==> src/rtl/mem_port_arbiter.sv <==
`default_nettype none
// ============================================================================
// Module   : mem_port_arbiter
// Brief    : Shares a single-port unified memory between the fetch (I) and
//            load/store (D) requesters with starvation-bounded D priority.
// Revision : 1.0 - initial release
// ============================================================================
module mem_port_arbiter #(
  parameter int DEPTH        = 512,
  parameter int STARVE_LIMIT = 4,
  parameter int CNT_W        = 3
) (
  input  logic        clk,
  input  logic        rst_n,
  input  logic        i_req,
  input  logic [31:0] i_addr,
  output logic        i_gnt,
  output logic        i_ack,
  output logic [31:0] i_rdata,
  input  logic        d_req,
  input  logic        d_we,
  input  logic [31:0] d_addr,
  input  logic [31:0] d_wdata,
  output logic        d_gnt,
  output logic        d_ack,
  output logic [31:0] d_rdata,
  output logic        err,
  output logic [31:0] mem_addr,
  output logic [31:0] mem_wdata,
  output logic        mem_write,
  output logic        mem_read,
  input  logic [31:0] mem_rdata
);

  typedef enum logic [1:0] {
    RESP_NONE = 2'd0,
    RESP_I    = 2'd1,
    RESP_D    = 2'd2
  } resp_t;

  localparam logic [CNT_W-1:0] C_LIMIT = CNT_W'(STARVE_LIMIT);
  localparam logic [31:0]      C_DEPTH = 32'(DEPTH);

  resp_t            r_owner, w_owner_nxt;
  logic             r_oor, w_oor_nxt;
  logic             r_load, w_load_nxt;
  logic [CNT_W-1:0] r_starve, w_starve_nxt;

  logic w_force_i, w_gnt_i, w_gnt_d, w_i_oor, w_d_oor;

  // Grants are suppressed while reset is asserted so nothing reaches memory.
  assign w_force_i = i_req && (r_starve == C_LIMIT);
  assign w_gnt_d   = rst_n && d_req && !w_force_i;
  assign w_gnt_i   = rst_n && i_req && !w_gnt_d;
  assign w_i_oor   = (i_addr >= C_DEPTH);
  assign w_d_oor   = (d_addr >= C_DEPTH);

  assign i_gnt = w_gnt_i;
  assign d_gnt = w_gnt_d;

  always_comb begin
    mem_addr    = 32'd0;
    mem_wdata   = 32'd0;
    mem_write   = 1'b0;
    mem_read    = 1'b0;
    w_owner_nxt = RESP_NONE;
    w_oor_nxt   = 1'b0;
    w_load_nxt  = 1'b0;
    if (w_gnt_d) begin
      mem_addr    = d_addr;
      mem_wdata   = d_wdata;
      mem_write   = d_we && !w_d_oor;
      mem_read    = !d_we && !w_d_oor;
      w_owner_nxt = RESP_D;
      w_oor_nxt   = w_d_oor;
      w_load_nxt  = !d_we;
    end else if (w_gnt_i) begin
      mem_addr    = i_addr;
      mem_read    = !w_i_oor;
      w_owner_nxt = RESP_I;
      w_oor_nxt   = w_i_oor;
      w_load_nxt  = 1'b1;
    end
  end

  always_comb begin
    w_starve_nxt = r_starve;
    if (!i_req || w_gnt_i) begin
      w_starve_nxt = '0;
    end else if (w_gnt_d && (r_starve != C_LIMIT)) begin
      w_starve_nxt = r_starve + 1'b1;
    end
  end

  always_ff @(posedge clk or negedge rst_n) begin
    if (!rst_n) begin
      r_owner  <= RESP_NONE;
      r_oor    <= 1'b0;
      r_load   <= 1'b0;
      r_starve <= '0;
    end else begin
      r_owner  <= w_owner_nxt;
      r_oor    <= w_oor_nxt;
      r_load   <= w_load_nxt;
      r_starve <= w_starve_nxt;
    end
  end

  assign i_ack   = (r_owner == RESP_I);
  assign d_ack   = (r_owner == RESP_D);
  assign err     = (i_ack || d_ack) && r_oor;
  assign i_rdata = (i_ack && r_load && !r_oor) ? mem_rdata : 32'd0;
  assign d_rdata = (d_ack && r_load && !r_oor) ? mem_rdata : 32'd0;

endmodule
`default_nettype wire

==> config.mk <==
export PLATFORM = sky130hd
export DESIGN_NAME = mem_port_arbiter
export DESIGN_NICKNAME = d
export VERILOG_FILES = /design/src/rtl/mem_port_arbiter.sv
export SDC_FILE = /design/constraint.sdc
export NUM_CORES = 1
export LEC_CHECK = 0
export BUFFER_PORTS_ARGS = -buffer_cell sky130_fd_sc_hd__buf_4
export CORE_AREA = 2 2 103 105
export DETAILED_ROUTE_END_ITERATION = 16
export DIE_AREA = 0 0 105 107
export SYNTH_ARGS = -nofsm -noshare
export SYNTH_HDL_FRONTEND = slang
export SYNTH_SLANG_ARGS = --single-unit
==> constraint.sdc <==
create_clock -name clk -period 2.9 [get_ports clk]
set_clock_uncertainty 0.15 [all_clocks]
set_input_delay 0.29 -clock clk [delete_from_list [all_inputs] [get_ports clk]]
set_output_delay 0.29 -clock clk [all_outputs]
set_load 0.1 [all_outputs]
==> results.ini <==
[synthesis]
synth-seq-cells=7
synthCells=200
synth.avg_cell_area_um2=7.51
synth.top_cell.area_share=0.404
synthTopCellsByArea=and2_1 40%, a22o_1 19%, dfrtp_1 12%, nor4_1 4.6%, ha_1 3.3%
synth_largest_area_cell=and2_1
yosysSeqAreaShare=0.117
yosysWarnings=0
synthDistinctLibCells=27
synth_area_mm2=0.00150
synth_fp_nets=337

[placed_design]
placed_cells=591
placed_area_mm2=0.00368
io_buffers=267
dp_hpwl_um=6760
gp_congestion=0.825

[floorplan]
rows=37
fp.coreArea_mm2=0.0101
start_util=0.149
pin_count=268
die_h_um=107
dieArea_mm2=0.0112
die_w_um=105

[final_layout]
final_cells=596
antenna_cells=0
post-route-util=0.370
drive_above_1_share=0.739
fill_cells=1051
fin_area_mm2=0.00373
final_nets=598
syn2layout_area_growth_pct=149

[power]
irDropWorstVdd_mv=0.135
seq_power_share=0.099
pwr-share-clk=0.131
pwr-share-comb=0.770
power_switching_w=0.000624
switching_share=0.588
intPower_w=0.000438
power_density_mw_per_mm2=284
leakage_nw=2.08

[setup_path]
r2r_slack_ns=1.17
cp-end-kind=output port
critical_path.max_stage_delay_ns=0.54
r2r_end=r_starve[2]
worstSetupPathType=in -> out
worstPathArrival_ns=2.23
path_max_fanout=34
cp.required_ns=2.46
rr_startpoint=r_starve[0]
crit_chain=dlygate4sd3_1, buf_4, nand3_2, nand3_2, inv_4, a22o_1, buf_4
cp_slowest_cell=dlygate4sd3_1
setup.worst_path.start_class=input port
ff2ff_path_depth=8

[timing]
maxSlewViolCount=0
rsz0062_at_grt=no
fin_crit_ns=2.67
worst_pin_slew_ns=0.343
setup-tns-final_ns=0
max_freq_ghz=0.374
finalSetupViolations=0
slew_headroom=0.771
finalCritPeriodShare=0.921
finalHoldViolCount=0

[job]
drv_cap=0

[global_route]
grtUsageMet1=0.134
grt_pass1_wl_um=11600
grt.overflow.total=0
antenna_found_initial=0
grt_pass1_vias=2372
grt_use_met3=0.0219
grt_start_max_net_pins=39
grt.total_usage=0.125
grt.met2_usage=0.251
busiest_layer=met2

[clocking]
cts_max_level=1
cts_resized=0
clkSinkCount=7
tritoncts=built
clkLatencyLatePin_ns=0.23
postCtsSetupBuffers=0
cts_inserted_buffers=3
root_buffer=clkbuf_8
cts_hold_buf=1
clkTransAtPathRegs_ns=0.04
cts_buffer_depth=2

[min_path]
worst_hold_path.endpoint=r_load
hold_depth=2
hold_path.startpoint=d_we
min_path_type=in -> reg

[detailed_routing]
vias=2464
wl_per_cell_um=13.0
drtPass1Iterations=4
drt-total-wl_um=7750
drc=0
viasPerCell=4.13
ant_nets=0
drt_iter0_drc=130

[run_status]
status=finished, final reports clean

==> through the flow <==
step	power, W	hold WS [ns]	worst slack, ns
3_3_place_gp	0.000924	-0.0178	0.535
2_1_floorplan	0.000668	-0.156	0.162
3_5_place_dp	0.000928	-0.0164	0.497
4_1_cts	0.00107	0.163	0.156
6_report	0.00106	0.155	0.228
5_1_grt	0.00110	0.179	0.0985
==> cell families (layout without fill, tap and decap cells) <==
family,count (synthesis),count (layout),synth area share
fa+ha+maj,4,4,0.0333
mux,2,2,0.0133
buf+inv,24,284,0.100
simple gates,126,126,0.527
compound gates,37,37,0.210
flops,7,7,0.117
==> how the worst max path moves through the flow <==
stage           startpoint           to
2_1_floorplan   r_owner[1]   i_rdata[0]
3_3_place_gp   r_starve[0]  mem_addr[3]
3_5_place_dp   r_starve[0]  mem_addr[3]
4_1_cts              rst_n  mem_addr[3]
5_1_grt              rst_n  mem_addr[4]
6_report             rst_n  mem_addr[4]
==> critical path, delay by kind of cell <==
family	cells	cell delay (ns)
buffers and inverters	4	1.33
and+or+nand+nor	2	0.35
AOI/OAI and AO/OA	1	0.23
==> cell type report <==
type | instances | area (um^2) | share of cell area
timing repair buffer | 272 | 2040 | 0.548
multi-input combinational | 169 | 1270 | 0.339
sequential | 7 | 175 | 0.0469
tap | 136 | 170 | 0.0456
clock buffer | 4 | 45.0 | 0.0121
inverter | 8 | 32.5 | 0.00871
==> registers in the layout, summed over array words and instances (netlist names) <==
| name | cells |
|---|---|
| r_load | 1 |
| r_oor | 1 |
| r_owner | 2 |
| r_starve | 3 |
==> synthesized netlist by cell type, drive strengths merged <==
cell type,number
o21ai,1
and2b,1
nor4,11
ha,4
and3b,2
o22ai,1
nand4,2
a2bb2oi,1
and2,97
inv,8
buf,10
nand3,3
a32o,1
nor2,2
dfrtp,7
nand2,3
a22o,32
nor3,2
clkbuf,6
nor2b,3
a21oi,1
mux2i,2
==> power by group through the flow <==
| stage | registers [W] | logic (W) | clock network, W |
|---|---|---|---|
| finish | 0.000105 | 0.000818 | 0.000139 |
| global placement | 0.000106 | 0.000818 | 0 |
| global route | 0.000106 | 0.000848 | 0.000150 |
| floorplan | 0.000106 | 0.000563 | 0 |
| detailed placement | 0.000107 | 0.000821 | 0 |
| CTS | 0.000105 | 0.000823 | 0.000145 |
==> cell usage in the layout, fill, tap and decap left out, types with 3 or more instances in the layout <==
cell      netlist  layout
clkbuf_8        0       3
dfrtp_1         7       7
a22o_1         32      32
inv_1           6       6
ha_1            4       4
nand3_2         3       3
and2_2          0      60
and2_1         97      37
buf_4           1     271
nand2_1         3       3
nor4_1         11      10
nor2b_1         3       3
==> metal layers <==
layer  up-vias  part of all wire
met5         -                 0
li1       1210                 -
met1      1088              0.35
met2       162              0.55
met4         0            0.0055
met3         4             0.098
No activity file was read; power rests on OpenSTA's default activity.
